--- src/rtl/fighter_anim_seq.sv ---
// Per-fighter animation sequencer: one state/sub-frame step per rising edge of frame_clk.
// Optional attack input buffer is enabled by defining ANIM_INPUT_BUFFER_EN.
module fighter_anim_seq #(
    parameter int CNT_W     = 8,
    parameter int METER_W   = 10,
    parameter int METER_MAX = 200,
    parameter int LOOP_T    = 8,
    parameter int ATK_T1    = 3,
    parameter int ATK_T2    = 10,
    parameter int ATK_T3    = 15,
    parameter int ATK_HIT   = 4,
    parameter int JMP_T1    = 5,
    parameter int JMP_T2    = 15,
    parameter int JMP_T3    = 55,
    parameter int JMP_T4    = 75,
    parameter int SPC_T     = 15,
    parameter int SPC_GEN   = 44,
    parameter int CP_T      = 5,
    parameter int REC_T     = 6,
    parameter int STUN_T    = 12,
    parameter int BLK_T     = 6,
    parameter int KO_T      = 10
) (
    input  logic               Clk,
    input  logic               Reset_n,
    input  logic               frame_clk,
    input  logic [6:0]         key,
    input  logic               isdead,
    input  logic               got_hit,
    input  logic [METER_W-1:0] meter,
    output logic [3:0]         anim_state,
    output logic [1:0]         anim_frame,
    output logic [CNT_W-1:0]   phase_cnt,
    output logic               hit,
    output logic               gen,
    output logic               blocking
);

    typedef enum logic [3:0] {
        ST_IDLE    = 4'd0,
        ST_WALK    = 4'd1,
        ST_PUNCH   = 4'd2,
        ST_KICK    = 4'd3,
        ST_RECOVER = 4'd4,
        ST_CROUCH  = 4'd5,
        ST_CPUNCH  = 4'd6,
        ST_JUMP    = 4'd7,
        ST_SPECIAL = 4'd8,
        ST_STUN    = 4'd9,
        ST_BLOCK   = 4'd10,
        ST_KO      = 4'd11
    } state_t;

    localparam logic [METER_W-1:0] C_METER_MAX = METER_W'(METER_MAX);
    localparam logic [CNT_W-1:0] C_ONE      = CNT_W'(1);
    localparam logic [CNT_W-1:0] C_LOOP1    = CNT_W'(LOOP_T);
    localparam logic [CNT_W-1:0] C_LOOP2    = CNT_W'(2 * LOOP_T);
    localparam logic [CNT_W-1:0] C_LOOP_END = CNT_W'(3 * LOOP_T - 1);
    localparam logic [CNT_W-1:0] C_ATK1     = CNT_W'(ATK_T1);
    localparam logic [CNT_W-1:0] C_ATK2     = CNT_W'(ATK_T2);
    localparam logic [CNT_W-1:0] C_ATK3     = CNT_W'(ATK_T3);
    localparam logic [CNT_W-1:0] C_ATK_HIT  = CNT_W'(ATK_HIT);
    localparam logic [CNT_W-1:0] C_JMP1     = CNT_W'(JMP_T1);
    localparam logic [CNT_W-1:0] C_JMP2     = CNT_W'(JMP_T2);
    localparam logic [CNT_W-1:0] C_JMP3     = CNT_W'(JMP_T3);
    localparam logic [CNT_W-1:0] C_JMP4     = CNT_W'(JMP_T4);
    localparam logic [CNT_W-1:0] C_SPC1     = CNT_W'(SPC_T);
    localparam logic [CNT_W-1:0] C_SPC2     = CNT_W'(2 * SPC_T);
    localparam logic [CNT_W-1:0] C_SPC3     = CNT_W'(3 * SPC_T);
    localparam logic [CNT_W-1:0] C_SPC_GEN  = CNT_W'(SPC_GEN);
    localparam logic [CNT_W-1:0] C_CP       = CNT_W'(CP_T);
    localparam logic [CNT_W-1:0] C_REC      = CNT_W'(REC_T);
    localparam logic [CNT_W-1:0] C_STUN     = CNT_W'(STUN_T);
    localparam logic [CNT_W-1:0] C_BLK      = CNT_W'(BLK_T);
    localparam logic [CNT_W-1:0] C_KO       = CNT_W'(KO_T);

    logic             frame_q, frame_d;
    logic             frame_dly_q, frame_dly_d;
    logic             hit_pend_q, hit_pend_d;
    state_t           state_q, state_d;
    logic [CNT_W-1:0] phase_cnt_q, phase_cnt_d;
    logic [1:0]       anim_frame_q, anim_frame_d;
    logic             hit_q, hit_d;
    logic             gen_q, gen_d;
    logic             blocking_q, blocking_d;

    logic             tick;
    logic             hit_now;
    logic [CNT_W-1:0] cnt_inc;
    state_t           base_next;
    state_t           nxt_state;
    state_t           rec_exit;
    logic             restart;

    // A got_hit arriving on the tick cycle itself is used directly, so nothing is left pending.
    assign tick       = frame_q & ~frame_dly_q;
    assign hit_now    = hit_pend_q | got_hit;
    assign hit_pend_d = tick ? 1'b0 : hit_now;
    assign frame_d    = frame_clk;
    assign frame_dly_d = frame_q;
    assign cnt_inc    = (&phase_cnt_q) ? phase_cnt_q : phase_cnt_q + C_ONE;

    always_comb begin
        base_next = ST_IDLE;
        if (isdead)                               base_next = ST_KO;
        else if (hit_now)                         base_next = key[3] ? ST_BLOCK : ST_STUN;
        else if (key[6])                          base_next = ST_JUMP;
        else if (key[5])                          base_next = ST_CROUCH;
        else if (key[1])                          base_next = ST_KICK;
        else if (key[2])                          base_next = ST_PUNCH;
        else if (key[0] && meter == C_METER_MAX)  base_next = ST_SPECIAL;
        else if (key[3] || key[4])                base_next = ST_WALK;
    end

`ifdef ANIM_INPUT_BUFFER_EN
    logic buf_kick_q, buf_kick_d;
    logic buf_punch_q, buf_punch_d;
    logic in_atk, kick_seen, punch_seen;

    always_comb begin
        in_atk     = (state_q == ST_PUNCH) || (state_q == ST_KICK) || (state_q == ST_RECOVER);
        kick_seen  = buf_kick_q  | (tick & in_atk & key[1]);
        punch_seen = buf_punch_q | (tick & in_atk & key[2]);
        rec_exit   = kick_seen ? ST_KICK : (punch_seen ? ST_PUNCH : ST_IDLE);
    end

    // Drop the latch when leaving RECOVER (it was just consumed) or on any reaction state.
    always_comb begin
        buf_kick_d  = buf_kick_q;
        buf_punch_d = buf_punch_q;
        if (tick) begin
            if ((state_d == ST_KO) || (state_d == ST_STUN) || (state_d == ST_BLOCK) ||
                (state_q == ST_RECOVER && state_d != ST_RECOVER)) begin
                buf_kick_d  = 1'b0;
                buf_punch_d = 1'b0;
            end else begin
                buf_kick_d  = kick_seen;
                buf_punch_d = punch_seen;
            end
        end
    end

    always_ff @(posedge Clk or negedge Reset_n) begin
        if (!Reset_n) begin
            buf_kick_q  <= 1'b0;
            buf_punch_q <= 1'b0;
        end else begin
            buf_kick_q  <= buf_kick_d;
            buf_punch_q <= buf_punch_d;
        end
    end
`else
    assign rec_exit = ST_IDLE;
`endif

    always_comb begin
        nxt_state = state_q;
        restart   = 1'b0;
        case (state_q)
            ST_IDLE, ST_WALK: begin
                nxt_state = base_next;
                if (base_next == state_q && phase_cnt_q == C_LOOP_END) restart = 1'b1;
            end
            ST_CROUCH: begin
                if (isdead)        nxt_state = ST_KO;
                else if (hit_now)  nxt_state = key[3] ? ST_BLOCK : ST_STUN;
                else if (key[6])   nxt_state = ST_JUMP;
                else if (!key[5])  nxt_state = ST_IDLE;
                else if (key[2])   nxt_state = ST_CPUNCH;
                else               nxt_state = ST_CROUCH;
            end
            ST_PUNCH, ST_KICK: if (phase_cnt_q == C_ATK3) nxt_state = ST_RECOVER;
            ST_RECOVER:        if (phase_cnt_q == C_REC)  nxt_state = rec_exit;
            ST_CPUNCH:         if (phase_cnt_q == C_CP)   nxt_state = ST_CROUCH;
            ST_JUMP:           if (phase_cnt_q == C_JMP4) nxt_state = ST_IDLE;
            ST_SPECIAL:        if (phase_cnt_q == C_SPC3) nxt_state = ST_IDLE;
            ST_STUN: begin
                if (hit_now)                     restart   = 1'b1;
                else if (phase_cnt_q == C_STUN)  nxt_state = ST_IDLE;
            end
            ST_BLOCK: begin
                if (hit_now)                     restart   = 1'b1;
                else if (phase_cnt_q == C_BLK)   nxt_state = ST_IDLE;
            end
            ST_KO: if (!isdead && phase_cnt_q >= C_KO) nxt_state = ST_IDLE;
            default: nxt_state = ST_IDLE;
        endcase
        if (isdead && state_q != ST_KO) nxt_state = ST_KO;

        state_d     = state_q;
        phase_cnt_d = phase_cnt_q;
        if (tick) begin
            state_d     = nxt_state;
            phase_cnt_d = (nxt_state != state_q || restart) ? '0 : cnt_inc;
        end
    end

    // Outputs derive from the next state, so they are registered alongside it and hold between ticks.
    always_comb begin
        anim_frame_d = 2'd0;
        case (state_d)
            ST_IDLE, ST_WALK: begin
                if (phase_cnt_d >= C_LOOP2)      anim_frame_d = 2'd2;
                else if (phase_cnt_d >= C_LOOP1) anim_frame_d = 2'd1;
            end
            ST_PUNCH, ST_KICK: begin
                if (phase_cnt_d >= C_ATK2)       anim_frame_d = 2'd2;
                else if (phase_cnt_d >= C_ATK1)  anim_frame_d = 2'd1;
            end
            ST_JUMP: begin
                if (phase_cnt_d >= C_JMP3)       anim_frame_d = 2'd3;
                else if (phase_cnt_d >= C_JMP2)  anim_frame_d = 2'd2;
                else if (phase_cnt_d >= C_JMP1)  anim_frame_d = 2'd1;
            end
            ST_SPECIAL: begin
                if (phase_cnt_d >= C_SPC3)       anim_frame_d = 2'd3;
                else if (phase_cnt_d >= C_SPC2)  anim_frame_d = 2'd2;
                else if (phase_cnt_d >= C_SPC1)  anim_frame_d = 2'd1;
            end
            ST_KO: if (phase_cnt_d >= C_KO) anim_frame_d = 2'd1;
            default: anim_frame_d = 2'd0;
        endcase
        hit_d = ((state_d == ST_PUNCH || state_d == ST_KICK) && phase_cnt_d == C_ATK_HIT) ||
                (state_d == ST_CPUNCH && phase_cnt_d == C_ONE);
        gen_d      = (state_d == ST_SPECIAL) && (phase_cnt_d == C_SPC_GEN);
        blocking_d = (state_d == ST_BLOCK);
    end

    always_ff @(posedge Clk or negedge Reset_n) begin
        if (!Reset_n) begin
            frame_q      <= 1'b0;
            frame_dly_q  <= 1'b0;
            hit_pend_q   <= 1'b0;
            state_q      <= ST_IDLE;
            phase_cnt_q  <= '0;
            anim_frame_q <= 2'd0;
            hit_q        <= 1'b0;
            gen_q        <= 1'b0;
            blocking_q   <= 1'b0;
        end else begin
            frame_q      <= frame_d;
            frame_dly_q  <= frame_dly_d;
            hit_pend_q   <= hit_pend_d;
            state_q      <= state_d;
            phase_cnt_q  <= phase_cnt_d;
            anim_frame_q <= anim_frame_d;
            hit_q        <= hit_d;
            gen_q        <= gen_d;
            blocking_q   <= blocking_d;
        end
    end

    assign anim_state = state_q;
    assign anim_frame = anim_frame_q;
    assign phase_cnt  = phase_cnt_q;
    assign hit        = hit_q;
    assign gen        = gen_q;
    assign blocking   = blocking_q;

endmodule

--- config.mk ---
export PLATFORM = sky130hd
export DESIGN_NAME = fighter_anim_seq
export DESIGN_NICKNAME = d
export VERILOG_FILES = /design/src/rtl/fighter_anim_seq.sv
export SDC_FILE = /design/constraint.sdc
export NUM_CORES = 1
export LEC_CHECK = 0
export CAP_MARGIN = 20
export CORE_ASPECT_RATIO = 0.9
export CORE_MARGIN = 4
export CORE_UTILIZATION = 53
export DETAILED_ROUTE_END_ITERATION = 10
export GPL_ROUTABILITY_DRIVEN = 0
export PLACE_DENSITY = 0.77
export RECOVER_POWER = 25
export SLEW_MARGIN = 0
export SYNTH_ARGS = -nofsm -noshare
export SYNTH_HDL_FRONTEND = slang
export SYNTH_SLANG_ARGS = --single-unit
--- constraint.sdc ---
create_clock -name Clk -period 4.5 [get_ports Clk]
set_input_delay 0.9 -clock Clk [delete_from_list [all_inputs] [get_ports Clk]]
set_output_delay 0.9 -clock Clk [all_outputs]
set_load 0.005 [all_outputs]
# Word level (Yosys, flattened, before mapping)
# Index checks and enable logic that the tools add are counted.
word_totals:
  out_inout_bits: 17
  inputBits: 22
  wordCells: 121
  register_bits: 20
op_classes:
  addsub: 1
  bitwise_logic: 3
  mux: 45
  eq_ne: 33
  n_reduce_logical: 20
  order_cmp: 10
op_table:
  columns: ["op", "n"]
  rows:
  - ["4-bit 2-to-1 mux", 20]
  - ["4-bit case mux with 10 select lines", 1]
  - ["8-bit by 4-bit >= comparator with 1-bit output, second input constant", 4]
  - ["4-bit == test, second input constant", 7]
  - ["4-bit by 3-bit == test with 1-bit output, second input constant", 6]
  - ["8-bit by 3-bit == test with 1-bit output, second input constant", 3]
  - ["8-bit 2-to-1 mux", 3]
  - ["4-bit by 2-bit == test with 1-bit output, second input constant", 4]
  - ["8-bit by 4-bit == test with 1-bit output, second input constant", 2]
  - ["8-bit by 6-bit == test with 1-bit output, second input constant", 2]
  - ["8-bit by 5-bit >= comparator with 1-bit output, second input constant", 2]
  - ["8-bit by 6-bit >= comparator with 1-bit output, second input constant", 2]
  - ["2-bit 2-to-1 mux", 8]
  - ["10-bit by 8-bit == test with 1-bit output, second input constant", 1]
  - ["2-bit case mux with 5 select lines", 1]
  - ["2-bit OR reduction", 5]
  - ["1-bit 2-to-1 mux", 9]
  - ["8-bit by 1-bit adder with 8-bit output, second input constant", 1]
  - ["4-bit by 1-bit == test with 1-bit output, second input constant", 2]
  - ["8-bit by 1-bit == test with 1-bit output, second input constant", 1]
  - ["8-bit by 5-bit == test with 1-bit output, second input constant", 1]
  - ["8-bit by 7-bit == test with 1-bit output, second input constant", 1]
  - ["8-bit by 2-bit >= comparator with 1-bit output, second input constant", 1]
  - ["8-bit by 3-bit >= comparator with 1-bit output, second input constant", 1]
  - ["13 further kinds", 24]

# Longest topological paths before layout
# Gate-level depths: netlist of the first run.
depth:
  word_depth: 21
  mapped_depth: 13
  depth_no_buf: 12

# Least setup slack after synthesis of the first run
# OpenSTA, ideal clock, no wires.
synth_timing:
  kind: "input to register"
  start: "input port got_hit"
  end: "register anim_frame_q[0] (netlist: anim_frame[0])"
  path_stages: 10
  required_time_ns: 4.376
  setup_ns: 0.124
  t_arrival_ns: 3.349
  setup_slack_ns: 1.027
  path_buffers: 0
  path_cell_list: "nor3_1 a22oi_1 a2111oi_1 and3b_1 o22ai_2 nor4_4 a221o_2 nor3_1 o31a_1 a211o_1"
synth_via:
  elab_chain_cells: 15
  elab_cells_between_ends: 49
  classes_between: "9 x order compare; 8 x eq/ne; 26 x mux; 1 x bitwise; 5 x reduce/logical"
synth_rtl:
  columns: ["item", "line_no", "text"]
  rows:
  - ["start: declaration", "29", "input logic got_hit,"]
  - ["1-bit OR *", "97", "assign hit_now = hit_pend_q | got_hit;"]
  - ["4-bit 2-to-1 mux", "106", "else if (hit_now) base_next = key[3] ? ST_BLOCK : ST_STUN;"]
  - ["4-bit 2-to-1 mux", "105", "if (isdead) base_next = ST_KO;"]
  - ["4-bit == test", "162", "if (base_next == state_q && phase_cnt_q == C_LOOP_END) restart = 1'b1;"]
  - ["1-bit logical AND", "162", null]
  - ["1-bit 2-to-1 mux", "162", null]
  - ["1-bit case mux with 2 select lines", "159", "case (state_q)"]
  - ["1-bit logical OR", "194", "phase_cnt_d = (nxt_state != state_q || restart) ? '0 : cnt_inc;"]
  - ["8-bit 2-to-1 mux", "194", null]
  - ["8-bit 2-to-1 mux", "192", "if (tick) begin"]
  - ["8-bit by 4-bit >= comparator with 1-bit output or 8-bit by 3-bit >= comparator with 1-bit output (tied branches)", "212, 218, 213", null]
  - ["1-bit 2-to-1 mux (on tied branches)", "218, 213", null]
  - ["2-bit 2-to-1 mux (on tied branches)", "217, 212", null]
  - ["2-bit 2-to-1 mux (on tied branches)", "216, 211", null]
  - ["2-bit case mux with 5 select lines *", "201", "case (state_d)"]
  - ["net anim_frame_d[0]", "82", "logic [1:0] anim_frame_q, anim_frame_d;"]
  - ["end signal: assignment", "246", "anim_frame_q <= anim_frame_d;"]
  - ["end: declaration", "82", null]
# Mark *: on every way through the listed nets, which the timed path passes. The rest lies on a longest branch.

# Worst setup path after layout of the first run
layout_timing:
  start: "input port got_hit"
  end: "register anim_frame_q[0] (netlist: anim_frame[0])"
layout_via:
  elab_chain_cells: 15
  elab_cells_between_ends: 49
  classes_between: "9 x order compare; 8 x eq/ne; 26 x mux; 1 x bitwise; 5 x reduce/logical"
layout_rtl:
  columns: ["item", "line_no", "text"]
  rows:
  - ["1-bit OR *", "97", null]
  - ["4-bit 2-to-1 mux", "106", null]
  - ["4-bit 2-to-1 mux", "105", null]
  - ["4-bit == test", "162", null]
  - ["1-bit logical AND", "162", null]
  - ["1-bit 2-to-1 mux", "162", null]
  - ["1-bit case mux with 2 select lines", "159", null]
  - ["1-bit logical OR *", "194", null]
  - ["8-bit 2-to-1 mux *", "194", null]
  - ["8-bit 2-to-1 mux *", "192", null]
  - ["net phase_cnt_d[5]", "81", "logic [CNT_W-1:0] phase_cnt_q, phase_cnt_d;"]
  - ["8-bit by 4-bit >= comparator with 1-bit output or 8-bit by 3-bit >= comparator with 1-bit output (tied branches)", "212, 218, 213", null]
  - ["1-bit 2-to-1 mux (on tied branches)", "218, 213", null]
  - ["2-bit 2-to-1 mux (on tied branches)", "217, 212", null]
  - ["2-bit 2-to-1 mux (on tied branches)", "216, 211", null]
  - ["2-bit case mux with 5 select lines *", "201", null]
  - ["net anim_frame_d[0]", "82", null]
# Marks and branches as above.

==> key figures, run 1 <==
Status
  • Status: finished clean

Logic synthesis
  • Main synth FF type: dfrtp_1
  • Mapped Nets: 288
  • Yosys top cell by area: dfrtp_1
  • Post-synthesis cell type count: 76
  • Seq/Total Area, Yosys: 0.239
  • Flop and latch count out of synthesis: 20
  • Number of synthesized flops with an enable pin: 0
  • Async S/R FF share, synth: 1.00
  • Ys Warns: 0
  • Mean Syn Cell Area: around 8.0 sq um
  • Ranking of synthesized cells by area: dfrtp_1 24%, nor2_1 6.5%, a21oi_1 3.6%
  • Synthesized area: between 0.002 and 0.0025 sq mm
  • Post-Synthesis Cells: 262
  • Share of the synthesized area in the top cell type: 0.239

Routing
  • Via Count: 2182
  • Overall routed net length: 5.80 mm
  • Wire length per cell: 17.4 microns
  • Initial drt markers: 311
  • Mean number of vias per cell: 6.53
  • DRT Pass-1 Iters: 4
  • Antenna viol nets, final: 0
  • Residual DRC: 0

Timing
  • Tmin final: just over 4 ns
  • Min setup slack post-route: 0.464 ns
  • Achievable frequency: 248 MHz
  • Fin Setup TNS: 0 ns
  • Slew HR: 0.401
  • Worst clock skew: 0.00126 ns
  • Fin. Hold Viols: 0
  • Fin Hold WS: 0.402 ns
  • RSZ-0062 raised after global routing: no
  • Tcrit/Tclk final: 0.897
  • Worst slew pin tran: 0.895 ns
  • Final Slew Violations: 0
  • Final setup vio count: 0

Floorplan
  • Die area: 0.00502 sq mm
  • Row count: 21
  • Initial Util: 0.557
  • Total I/O pin count: 39
  • Core area: 0.00376 sq mm
  • Die Span Y: between 60 and 70 microns
  • Die W: 74.2 microns

Global route
  • Initial antenna violation count: 0
  • GRT Overall Usage: 0.242
  • Grt ovf: 0
  • Vias in the first global route: just under 2000
  • First-pass GRT wire length: 9.53 mm
  • Pin count of the biggest net entering global routing: 21

Pwr
  • Leakage: just under 1 nW
  • Power Total: 0.862 mW
  • Switching Power: 0.353 mW
  • Sequential share of power: 0.313
  • Net Sw Frac: 0.410
  • Worst IR Drop VDD: 271 uV
  • PwrDens: 341 mW/mm^2
  • Clock share of power: 0.210
  • Pint: 0.509 mW
  • Comb pwr share: 0.477

Clock tree
  • # resized after CTS: 0
  • Clk slew on worst S/H paths: roughly 0.070 ns
  • Post-CTS Hold Buffers: 0
  • Longest Clk Path Bufs: 2
  • CTS tree: done
  • CTS root buf: clkbuf_8
  • Post-CTS Setup Inserts: 0
  • Depth of the CTS H-tree: 1
  • Clock sink count: 20
  • Total CTS buffers: 3
  • Clock insertion delay at the later pin of the skew report: about 0.26 ns

Job
  • Total of max-cap violations: 0

Place
  • Placed Area: roughly 0.0025 sq mm
  • Port Buffer Count: 38
  • DP Worst Slack: 0.231 ns
  • Post-DP HPWL: between 4 and 5 mm
  • Placed Instances: 330

Critical path
  • Critical Path RT: 4.65 ns
  • Critical path class: in2reg
  • Startpoint Class: input port
  • CP endpoint kind: register
  • Worst-path maximum fanout: 9
  • CP arrival: 4.19 ns

Final layout
  • Final Util: 0.673
  • Share of layout cells above drive strength 1: 0.0903
  • Final instance area: ~0.0025 sq mm
  • Most frequent cells in the layout: 36 x nor2_1, 36 x clkdlybuf4s50_1, 20 x dfrtp_1
  • Diode count: 0
  • NumNets Final: between 300 and 400
  • Final non-filler cell total: 334
  • Area added between synthesis and finish: 20.9%

Min path
  • Hold WC Path Type: reg2reg
registers in the layout (all words and copies together) (netlist names):
signal / cells
frame_dly_d: 1
anim_state: 4
phase_cnt: 8
anim_frame: 2
frame_dly_q: 1
blocking: 1
gen: 1
hit: 1
hit_pend_q: 1
final cells by class:
cell class                      count  area, sq um
Clock buffer                        3         41.3
Fill cell                         350         1230
Multi-Input combinational cell    215         1460
Clock inverter                      1         30.0
Timing Repair Buffer               42          410
Inverter                            7         26.3
Sequential cell                    20          500
Tap cell                           46         57.6
power by group through the flow:
stage               Combinational [mW]  Sequential [mW]  Clock, mW
floorplan                        0.312            0.225          0
global placement                 0.400            0.271          0
detailed placement               0.404            0.271          0
CTS                              0.408            0.268      0.186
global route                     0.453            0.277      0.193
finish                           0.411            0.270      0.181
metal layers:
metal | track usage | up-vias | routed length (microns)
met3 | 0.0342 | 5 | 416
met1 | 0.373 | 1038 | 2850
met4 | 0.0533 | 0 | 40
li1 | - | 1054 | -
met2 | 0.354 | 85 | 2490
met5 | 0 | - | 0
cell families after synthesis:
family,after synthesis,share of synthesized area
DFF,20,0.239
AOI/OAI and AO/OA,78,0.279
and+or+nand+nor,124,0.358
xor gates and xnor gates,8,0.0335
adders and majority gates,4,0.0239
buffers and inverters,27,0.0616
muxes,1,0.00478
Yosys cell counts, types with 3 or more instances:
master / number
nor2_1: 36
dfrtp_1: 20
a21oi_1: 15
clkbuf_1: 12
nor3_1: 12
nand2_1: 11
o21ai_0: 8
inv_1: 7
nand3_1: 7
nand4_1: 7
a211o_1: 5
a31oi_1: 5
nand2b_1: 5
nor2b_1: 5
xnor2_1: 5
a311oi_1: 4
buf_2: 4
ha_1: 4
nor4_1: 4
a2111oi_0: 3
a22oi_1: 3
and3_1: 3
nand4b_1: 3
o31a_1: 3
o31ai_1: 3
or3_1: 3
xor2_1: 3
path summary, 6_finish.rpt:
path                              start       endpoint  slack, ns  cells past startpoint
min in group asynchronous       Reset_n   phase_cnt[7]       1.20                      1
max in group asynchronous       Reset_n  anim_state[1]       2.75                      1
min reg2reg                 frame_dly_d    frame_dly_q       0.40                      0
max                             got_hit  anim_frame[0]       0.46                     11
max reg2reg                phase_cnt[1]  anim_frame[0]       0.67                     11
min                         frame_dly_d    frame_dly_q       0.40                      0
worst max-delay path: stages:
cell             delay [ns]
clkdlybuf4s50_1        0.45
nor3_1                 0.38
a22oi_1                0.15
a2111oi_1              0.61
a21boi_0               0.21
o22ai_2                0.20
nor4_4                 0.09
nor2_1                 0.45
nor2_1                 0.16
a211o_1                0.28
a211o_1                0.29
(Power assumes the default switching activity.)
==> run 2, diff against run 1 <==
--- a/config.mk
+++ b/config.mk
@@ -8,11 +8,13 @@
 export CAP_MARGIN = 20
 export CORE_ASPECT_RATIO = 0.9
 export CORE_MARGIN = 4
-export CORE_UTILIZATION = 53
+export CORE_UTILIZATION = 60
 export DETAILED_ROUTE_END_ITERATION = 10
+export DONT_BUFFER_PORTS = 1
 export GPL_ROUTABILITY_DRIVEN = 0
-export PLACE_DENSITY = 0.77
+export PLACE_DENSITY = 0.72
 export RECOVER_POWER = 25
+export SKIP_CTS_REPAIR_TIMING = 1
 export SLEW_MARGIN = 0
 export SYNTH_ARGS = -nofsm -noshare
 export SYNTH_HDL_FRONTEND = slang
==> run 2 against run 1 <==
Effect of this change:
- count of clock-buffer cells in the layout grew 1
- total power decreased by 12%
- final cell count down 13%
- die area fell by 10%
- clock skew increased by 0.0050 ns
- critical path depth did not move
- critical endpoint unchanged
- largest power group unchanged
==> key figures, run 2 (same netlist as run 1, synthesis figures left out) <==
Floorplan
  • Row count: 20
  • Core area: 0.00338 sq mm
  • Die area: 0.00450 sq mm
  • Total I/O pin count: 39
  • Die Span Y: around 64 microns
  • Initial Util: 0.619
  • Die W: about 70 microns

Final layout
  • Most frequent cells in the layout: 36 x nor2_1, 20 x dfrtp_1, 15 x a21oi_1
  • Final Util: 0.624
  • Diode count: 0
  • Share of layout cells above drive strength 1: 0.0931
  • Max reg flops: 8
  • Area added between synthesis and finish: 0.718%
  • Commonest non-fill, non-tap cell in the layout: nor2_1
  • Final non-filler cell total: 291
  • NumNets Final: 274

Routing
  • Via Count: 2046
  • DRT Pass-1 Iters: 5
  • Wire length per cell: approximately 19 microns
  • Residual DRC: 0
  • Mean number of vias per cell: 7.03
  • Antenna viol nets, final: 0
  • Initial drt markers: approximately 260
  • Overall routed net length: 5.56 mm

Critical path
  • WP buf/inv: 0
  • Critical Path RT: 4.66 ns
  • CP arrival: around 4 ns
  • R2r setup slk: 0.65 ns
  • CP most frequent cell: a211o_1
  • CP endpoint kind: register
  • Worst-path maximum fanout: 13
  • Critical path class: reg2reg
  • Crit-path slowest cell: nor4_4
  • Crit path largest cell delay: 0.63 ns
  • Reg-to-Reg End: anim_frame[0]
  • Crit path cell chain: ha_1 > and3b_2 > a311oi_1 > nor4_1 > a211o_1 > nand4_1 > nor4_4 > a221o_2 > nor3_1 > o31a_1 > a211o_1
  • Delay-heaviest family, CP: simple AND/OR/NAND/NOR gates
  • Reg2Reg Depth: 11
  • RR Startpoint: phase_cnt[1]
  • Startpoint Class: register

Clock tree
  • Depth of the CTS H-tree: 1
  • Clock sink count: 20
  • Clk slew on worst S/H paths: 0.09 ns
  • Total CTS buffers: 3
  • Clock insertion delay at the later pin of the skew report: between 0.2 and 0.3 ns
  • CTS tree: done
  • CTS root buf: clkbuf_8
  • Longest Clk Path Bufs: 2

Min path
  • Hold WC Path Type: in2async

Pwr
  • Leakage: 0.813 nW
  • Worst IR Drop VDD: 249 uV
  • Power Total: 0.758 mW
  • PwrDens: roughly 360 mW/mm^2

Global route
  • First-pass GRT wire length: about 9.4 mm
  • Grt ovf: 0
  • Vias in the first global route: 1932
  • GRT Overall Usage: 0.254
  • Pin count of the biggest net entering global routing: 21
  • Initial antenna violation count: 0

Place
  • Post-DP HPWL: 4.10 mm
  • Placed Instances: 287
  • Port Buffer Count: 0

Timing
  • Final Slew Violations: 0
  • Slew HR: 0.557
  • Fin Setup TNS: 0 ns
  • Final setup vio count: 0
  • Tcrit/Tclk final: 0.855
  • Achievable frequency: 260 MHz
  • RSZ-0062 raised after global routing: no
  • Worst clock skew: 0.00625 ns
  • Worst slew pin tran: around 0.65 ns
  • Fin. Hold Viols: 0
  • Tmin final: 3.85 ns

Status
  • Status: finished clean

Job
  • Total of max-cap violations: 0
==> run 2: cell types whose count changed in the layout (fill, tap and decap cells not counted) <==
cell             delta
clkdlybuf4s50_1    -36
buf_4               -3
dlygate4sd3_1       -2
bufinv_16           -1
clkbuf_8            +1
==> run 2: power by group <==
group,leakage [nW],internal (mW),switching (mW)
Sequential,0.258,0.201,0.0730
Combinational,0.526,0.133,0.204
Clock,0.0288,0.0781,0.0684
Total,0.813,0.413,0.346
==> run 2: routing by layer <==
metal / vias up / track usage / wire, microns
met1: 956 / 0.359 / 2530
met5: - / 0 / 0
met4: 0 / 0.0694 / 67
li1: 977 / - / -
met3: 8 / 0.0723 / 520
met2: 105 / 0.376 / 2450
==> run 2: final cells by class <==
cell class / instances / area [sq um]
fillers: 306 / 1270
multi-input cells: 215 / 1460
flip-flops and latches: 20 / 500
inverters: 7 / 26.3
well taps: 44 / 55.1
clock buffers: 4 / 55.1
repair buffers: 1 / 7.51
==> run 2: worst max-delay path by stage <==
stage / startpoint / endpoint / slack, ns / cells after the start
6_report: phase_cnt[1] / anim_frame[0] / 0.65 / 11
5_1_grt: phase_cnt[1] / anim_frame[0] / 0.44 / 11
4_1_cts: phase_cnt[1] / anim_frame[0] / 0.75 / 11
3_5_place_dp: got_hit / anim_frame[0] / 0.62 / 10
3_3_place_gp: got_hit / anim_frame[0] / 0.69 / 10
2_1_floorplan: got_hit / anim_frame[0] / 1.03 / 10
==> run 2: metrics by stage <==
step	setup WS [ns]	instance area [sq um]	hold WS [ns]
2_1_floorplan	1.03	2090	0.368
3_3_place_gp	0.691	2050	0.380
3_5_place_dp	0.621	2050	0.389
4_1_cts	0.750	2110	0.317
5_1_grt	0.436	2110	0.306
6_report	0.653	2110	0.316
